File: src/rtl/clk_div_pkg.sv
// Shared types and constants for the programmable clock-divider controller.
package clk_div_pkg;
  localparam int CNT_W_DEF       = 8;
  localparam int DEFAULT_DIV_DEF = 2;
  localparam int MIN_DIV         = 2;

  typedef enum logic [1:0] {
    IDLE    = 2'd0,
    RUN     = 2'd1,
    PENDING = 2'd2
  } state_t;
endpackage

File: src/rtl/clk_div_core.sv
// Period counter with registered duty-cycle and end-of-period comparators.
// Outputs are registered together with cnt, so they describe the cnt value held in the same cycle.
module clk_div_core #(
  parameter int CNT_W = 8
) (
  input  logic             clk,
  input  logic             reset,
  input  logic             run,
  input  logic [CNT_W-1:0] div,
  output logic             cnt_last,
  output logic             clk_out,
  output logic             tick
);
  logic [CNT_W-1:0] cnt;
  logic [CNT_W-1:0] cnt_nxt;
  logic [CNT_W-1:0] half;
  logic             active;

  // ceil(div/2) without needing a wider adder
  assign half     = div - (div >> 1);
  assign cnt_last = active && (cnt == div - CNT_W'(1));

  // A fresh start or a wrap always lands on 0, where clk_out is high and tick is low for any div >= 2.
  // Elsewhere div cannot change before the next cycle, so the current div is the right one to compare with.
  always_comb begin
    cnt_nxt = cnt + CNT_W'(1);
    if (!active || cnt_last) cnt_nxt = '0;
  end

  always_ff @(posedge clk or posedge reset) begin
    if (reset) begin
      active  <= 1'b0;
      cnt     <= '0;
      clk_out <= 1'b0;
      tick    <= 1'b0;
    end else if (run) begin
      active  <= 1'b1;
      cnt     <= cnt_nxt;
      clk_out <= (cnt_nxt < half);
      tick    <= (cnt_nxt == div - CNT_W'(1));
    end else begin
      active  <= 1'b0;
      cnt     <= '0;
      clk_out <= 1'b0;
      tick    <= 1'b0;
    end
  end
endmodule

File: src/rtl/clk_div_ctrl.sv
// Clock-divider controller: run/stop sequencing and a ratio handshake whose
// new values only take effect at period boundaries, so clk_out never has a runt pulse.
module clk_div_ctrl
  import clk_div_pkg::*;
#(
  parameter int CNT_W       = CNT_W_DEF,
  parameter int DEFAULT_DIV = DEFAULT_DIV_DEF
) (
  input  logic             clk,
  input  logic             reset,
  input  logic             enable,
  input  logic             cfg_valid,
  input  logic [CNT_W-1:0] cfg_div,
  output logic             cfg_ready,
  output logic             cfg_err,
  output logic             clk_out,
  output logic             tick,
  output logic             running
);
  state_t           state;
  state_t           state_nxt;
  logic [CNT_W-1:0] cur_div;
  logic [CNT_W-1:0] pend_div;
  logic             xfer;
  logic             div_ok;
  logic             cnt_last;

  assign xfer   = cfg_valid && cfg_ready;
  assign div_ok = (cfg_div >= CNT_W'(MIN_DIV));

  always_ff @(posedge clk or posedge reset) begin
    if (reset) state <= IDLE;
    else       state <= state_nxt;
  end

  always_comb begin
    state_nxt = state;
    case (state)
      IDLE:    if (enable) state_nxt = RUN;
      RUN: begin
        if (cnt_last && !enable)  state_nxt = IDLE;
        else if (xfer && div_ok)  state_nxt = PENDING;
      end
      PENDING: if (cnt_last) state_nxt = enable ? RUN : IDLE;
      default: state_nxt = IDLE;
    endcase
  end

  always_comb begin
    cfg_ready = (state != PENDING);
    running   = (state != IDLE);
  end

  // A ratio accepted in the very cycle the divider stops is committed directly,
  // matching the rule that a stop from PENDING commits the held ratio.
  always_ff @(posedge clk or posedge reset) begin
    if (reset) begin
      cur_div  <= CNT_W'(DEFAULT_DIV);
      pend_div <= '0;
      cfg_err  <= 1'b0;
    end else begin
      cfg_err <= xfer && !div_ok;
      case (state)
        IDLE: if (xfer && div_ok) cur_div <= cfg_div;
        RUN: begin
          if (xfer && div_ok) begin
            if (cnt_last && !enable) cur_div  <= cfg_div;
            else                     pend_div <= cfg_div;
          end
        end
        PENDING: if (cnt_last) cur_div <= pend_div;
        default: ;
      endcase
    end
  end

  clk_div_core #(
    .CNT_W(CNT_W)
  ) u_core (
    .clk      (clk),
    .reset    (reset),
    .run      (state_nxt != IDLE),
    .div      (cur_div),
    .cnt_last (cnt_last),
    .clk_out  (clk_out),
    .tick     (tick)
  );
endmodule

File: config.mk
export PLATFORM = sky130hd
export DESIGN_NAME = clk_div_ctrl
export DESIGN_NICKNAME = d
export VERILOG_FILES = /design/src/rtl/clk_div_pkg.sv /design/src/rtl/clk_div_core.sv /design/src/rtl/clk_div_ctrl.sv
export SDC_FILE = /design/constraint.sdc
export NUM_CORES = 1
export LEC_CHECK = 0
export ABC_AREA = 1
export CAP_MARGIN = 40
export CORE_AREA = 2 2 72 74
export DETAILED_ROUTE_END_ITERATION = 16
export DIE_AREA = 0 0 74 76
export PLACE_DENSITY = 0.79
export SETUP_SLACK_MARGIN = 0.5
export SYNTH_ARGS = -nofsm -noshare
export SYNTH_HDL_FRONTEND = slang
export SYNTH_SLANG_ARGS = --single-unit
File: constraint.sdc
create_clock -name clk -period 3.1 [get_ports clk]
set_input_delay 0.62 -clock clk [delete_from_list [all_inputs] [get_ports clk]]
set_output_delay 0.62 -clock clk [all_outputs]
set_load 0.005 [all_outputs]
; Word level (Yosys, flattened, before mapping)
; Cells that the tools add are included.
[totals]
elab_cells = 54
rom_bits = 0
inputBits = 12
ram_bits = 0
latch_bits = 0
ff_bits = 30
n_memories = 0
[op_classes]
n_lt_le_gt_ge = 2
multipliers = 0
n_shift = 0
bitwise_logic = 1
eq_ne = 9
add_sub_neg = 3
n_div = 0
mux = 16
n_reduce_logical = 15
[op_table]
columns = cell, count
row1 = $mux W8, 6
row2 = $pmux W8 S3, 1
row3 = $eq A8 B8 Y1, 2
row4 = $ne A2 B2 Y1 const B, 5
row5 = $add A8 B1 Y8 const B, 1
row6 = $ge A8 B2 Y1 const B, 1
row7 = $lt A8 B8 Y1, 1
row8 = $mux W2, 4
row9 = $sub A8 B1 Y8 const B, 1
row10 = $sub A8 B7 Y8, 1
row11 = $pmux W2 S3, 1
row12 = $logic_and A1 B1 Y1, 5
row13 = $reduce_and A5 Y1, 1
row14 = $mux W1, 4
row15 = $reduce_bool A2 Y1, 2
row16 = $logic_not A1 Y1, 3
row17 = $reduce_and A3 Y1, 1
row18 = $reduce_bool A3 Y1, 1
row19 = $eq A2 B1 Y1 const B, 1
row20 = $eq A2 B2 Y1 const B, 1
row21 = $logic_not A2 Y1, 1
row22 = $logic_or A1 B1 Y1, 1
row23 = $not A1 Y1, 1

; Depth between registers and ports, before layout
[depth]
ltp_word = 8
depth_mapped = 20
depth_no_buf = 19

; Modules after synthesis
; A second synthesis with hierarchy kept.
[unflattened]
hier_cells = 352
area_unflattened_um2 = 2655.0
[by_module_without_submodules]
columns = mod, cells_each, n_inst, area_per_inst_um2, seq_area_each_um2
row1 = clk_div_core, 232, 1, 1646.6, 275.3
row2 = clk_div_ctrl, 120, 1, 1008.5, 476.7

; Worst setup path before layout
; OpenSTA, ideal clock, no wires.
[synth_timing]
kind = register to register
from = register cur_div[1]
to = register u_core.clk_out
path_slack_ps = 490
required_time_ps = 3023
period_less_slack_ps = 2610
stages_incl_launch_ff = 15
t_arrival_ps = 2533
setup_ps = 77
path_cell_list = dfstp_2 inv_1 ha_1 o31ai_1 a21oi_1 o21ai_0 a21oi_1 nor2_1 nor2_1 xor2_1 ha_1 a21oi_1 o21a_1 nand2_1 a21oi_1
[synth_between]
elab_chain_len = 8
elab_cells_between_ends = 13
cone_classes = add/sub: 2 / order compare: 1 / eq/ne: 1 / mux: 5 / reduce/logical: 4
[synth_rtl]
columns = element, line_no
row1 = from (decl), clk_div_ctrl.sv:22  ; logic [CNT_W-1:0] cur_div;
row2 = from (signal assigned), clk_div_ctrl.sv:58  ; cur_div <= CNT_W'(DEFAULT_DIV);
row3 = from (signal assigned), clk_div_ctrl.sv:64  ; IDLE: if (xfer && div_ok) cur_div <= cfg_div;
row4 = from (signal assigned), clk_div_ctrl.sv:67  ; if (cnt_last && !enable) cur_div <= cfg_div;
row5 = branches (longest 7 deep; another with $sub A8 B1 Y8), n/a
row6 = $mux W1 (*), clk_div_core.sv:36  ; end else if (run) begin
row7 = to (signal assigned), clk_div_core.sv:39  ; clk_out <= (cnt_nxt < half);
row8 = to (decl), clk_div_core.sv:11  ; output logic clk_out,
; Every way passes the cells marked *.
; A chain may end at the register's enable or synchronous reset.

; Worst setup path after layout
[layout_timing]
from = register cur_div[3]
to = register u_core.clk_out
; Same word-level chain as after synthesis.

==> run metrics <==
leak pwr=between 1.5 and 2 nW; CP Buf/Inv Count=2; Post-Syn Area=approximately 2600 sq um; fraction of layout cells with a size suffix above 1=between 20% and 30%; Post-Synth Adder-Cell Area=between 10% and 20%; Startpoint Class=flop; Sum Neg Setup Slack=0 ns; grt ovf=0; Unique masters post-synth=34; DIE HEIGHT=76 microns; largest family of logic cells by synthesized area=simple AND/OR/NAND/NOR gates; Port Buf Inserts=16; CTS tree=yes; crit end category=flop; WL/cell=about 14 microns; VDD IR max=459 uV; Num CTS Buffers=5; Compound-Gate Fraction of Synth Area=8.84%; number of global-route vias before repair=2315; critical path peak fanout=5; Ports=17; Die X=about 74 microns; measured slew at the worst slew-check pin=between 0.8 and 0.9 ns; Min-Delay Startpoint=pend_div[5]$_DFFE_PP0P_; Design Area, Final=around 3400 sq um; RSZ-0062 raised after global routing=true; routed via count=2525; router iterations before antenna repair=4; Rows=26; die area=5620 sq um; Warnings, synthesis=0; max-cap viol count=0; Post-Synth XOR/XNOR Area=3.42%; DR iter-0 viols=205; residual DRC count=0; clock tree buffer depth=2; r2r setup slk=slightly below 0.4 ns; WS Path Type=flop to flop; Crit path required time=around 3.3 ns; Rel. slew slack=41.1%; worst reg2reg startpoint=cur_div[3]$_DFFE_PP0P_; Total Nets Final=about 440; Final Core Density=approximately 69%; Syn Inst Count=~360; Final Skew=between 0.01 and 0.015 ns; asr flop ratio synth=100%; Fin. Hold Viols=0; largest net degree at the start of global routing=31; post-synthesis average cell area=7.04 sq um; Synth Area in Simple Gates=a little over a third; depth of the CTS H-tree=2; Hold EP=pend_div[5]$_DFFE_PP0P_; reg2reg path depth=16; hold path depth=2; max incr delay on CP=a little under 0.4 ns; CP top delay family=compound AO/OA/AOI/OAI gates; P per Cell Area=roughly 1100 nW/um^2; Critical Path Slowest Stage Cell=dfrtp_1; Min-Delay Path Class=flop to flop; Clock Sinks=30; RR Endpoint=u_core.clk_out$_DFF_PP0_; Reg clk slew, reported paths=around 0.08 ns; FF+latch count, synth=30; crit-path cells=inv_4 -> ha_4 -> inv_2 -> a21oi_4 -> o31ai_4 -> a21oi_2 -> o21ai_2 -> a21oi_1 -> nor2_1 -> nor2_1 -> xor2_1 -> ha_4 -> a21oi_2 -> o21a_1 -> nand2_1 -> a21oi_2; min Tclk post-route=~2.7 ns; routability cong.=between 0.8 and 0.9; crit path DAT=2.93 ns; antenna cell count=0; Core Footprint=4910 sq um; Initial Utilization=between 50% and 60%; total track usage=a little under a quarter; Vias/cell=approximately 5.3; Slew Viols, Final=0; dominant synthesized flop cell=dfrtp_1; Area Growth Syn to Fin=32.3%; cell mode on critical path=a21oi_2; Fin Hold WS=roughly 0.49 ns; Seq/Total Area, Yosys=29.3%; Cell Area, Placed=about 2800 sq um; hold_buf cts=0; Clock Root Buffer=clkbuf_8; Max Fclk=approximately 370 MHz; ANT nets after route=0; outcome=completed; HPWL Detailed=between 4000 and 5000 microns; total routed wirelength=a little under 7000 microns; post-synth net total=400; initial antenna violation count=0; EDFF count, synth=0; final period utilization=between 80% and 90%; first-pass GRT wire length=between 10000 and 15000 microns; post-synthesis mux area share=0.439%; Setup violations, final=0; Clock Latency Late Sink=about 0.30 ns
==> cells in the final DEF (no fill, tap or decap), drive strengths merged, types with 9 or more instances in the layout <==
master         count
o21ai             13
inv               60
ha                23
xor2               9
buf               26
nand3             44
o31ai              9
clkdlybuf4s50     16
dfrtp             29
a21oi             10
nand2             95
nor2              45
==> state kept, by name (all words and copies together) (netlist names) <==
register and count:
cur_div 8, pend_div 8, u_core.cnt 8, state 2, cfg_err 1, u_core.active 1, u_core.clk_out 1, u_core.tick 1
==> Yosys cell counts (2+ instances only) <==
| library cell | instances | area, sq um |
|---|---|---|
| o21ai_0 | 12 | 60.1 |
| nor2_1 | 42 | 158 |
| nor2_2 | 3 | 18.8 |
| nand4_1 | 6 | 37.5 |
| nand3b_2 | 2 | 22.5 |
| nand2_1 | 86 | 323 |
| dfrtp_1 | 29 | 726 |
| nand3_2 | 7 | 70.1 |
| a21oi_1 | 10 | 50.1 |
| o31ai_1 | 7 | 52.6 |
| or2_2 | 2 | 12.5 |
| xor2_1 | 9 | 78.8 |
| nand3_1 | 37 | 185 |
| nand2_2 | 8 | 50.1 |
| o31ai_2 | 2 | 25.0 |
| ha_1 | 23 | 288 |
| buf_2 | 3 | 15.0 |
| inv_2 | 2 | 7.51 |
| inv_1 | 58 | 218 |
| buf_6 | 2 | 22.5 |
==> how the worst max path moves through the flow <==
stage / start / endpoint / slack [ns] / cells past startpoint
after detailed placement: cur_div[2]$_DFFE_PP0P_ / u_core.clk_out$_DFF_PP0_ / 0.27 / 14
after floorplan: cur_div[1]$_DFFE_PP1P_ / u_core.clk_out$_DFF_PP0_ / 0.56 / 14
after global routing: cur_div[3]$_DFFE_PP0P_ / u_core.clk_out$_DFF_PP0_ / 0.29 / 16
final: cur_div[3]$_DFFE_PP0P_ / u_core.clk_out$_DFF_PP0_ / 0.39 / 16
after CTS: cur_div[1]$_DFFE_PP1P_ / u_core.clk_out$_DFF_PP0_ / 0.47 / 16
after global placement: cur_div[1]$_DFFE_PP1P_ / u_core.clk_out$_DFF_PP0_ / 0.34 / 16
==> through the flow <==
step / instances / setup WS, ns / power (mW)
final: 478 / 0.393 / 3.87
after global routing: 478 / 0.289 / 4.20
after CTS: 465 / 0.473 / 3.22
after detailed placement: 448 / 0.270 / 2.65
after global placement: 448 / 0.337 / 2.56
after floorplan: 364 / 0.557 / 2.21
==> cell families after synthesis <==
| logic type | after synthesis |
|---|---|
| buffers and inverters | 66 |
| AO/OA/AOI/OAI | 36 |
| XOR/XNOR | 10 |
| AND/OR/NAND/NOR | 197 |
| adder cells (fa/ha/maj) | 24 |
| multiplexers | 1 |
| flip-flops | 30 |
==> metal layers <==
layer / vias to the layer above / wire length, microns / global-route usage [%]
met5: - / 0 / 0
met4: 0 / 142 / 6.73
met3: 18 / 325 / 4.50
met2: 76 / 3600 / 38.4
met1: 1183 / 2700 / 29.0
li1: 1248 / - / -
==> repair_timing <==
| action | CTS | global route |
|---|---|---|
| endpoints found under the setup margin | 11 | 15 |
| endpoints found under the hold margin | 0 | 0 |
| pin swaps | 3 | 20 |
| buffers inserted | 9 | 13 |
| resized for setup | 17 | 56 |
==> where the power goes <==
| group | switching [mW] | internal [mW] |
|---|---|---|
| clock | 0.169 | 0.179 |
| sequential | 0.172 | 0.534 |
| combinational | 1.64 | 1.17 |
==> cell type report <==
class / instances / area [sq um]
clock buffer: 7 / 86.3
timing repair buffer: 42 / 363
inverter: 60 / 230
fill: 380 / 1520
clock inverter: 1 / 5.00
tap: 70 / 87.6
multi-input combinational: 268 / 1860
sequential: 30 / 754
==> tightest hold or removal path, delay by kind of cell, from the launching register on <==
| kind | cells | cell delay [ns] |
|---|---|---|
| AOI/OAI and AO/OA | 1 | 0.06 |
| DFF | 1 | 0.34 |
| and+or+nand+nor | 1 | 0.05 |
(Power assumes the default switching activity.)
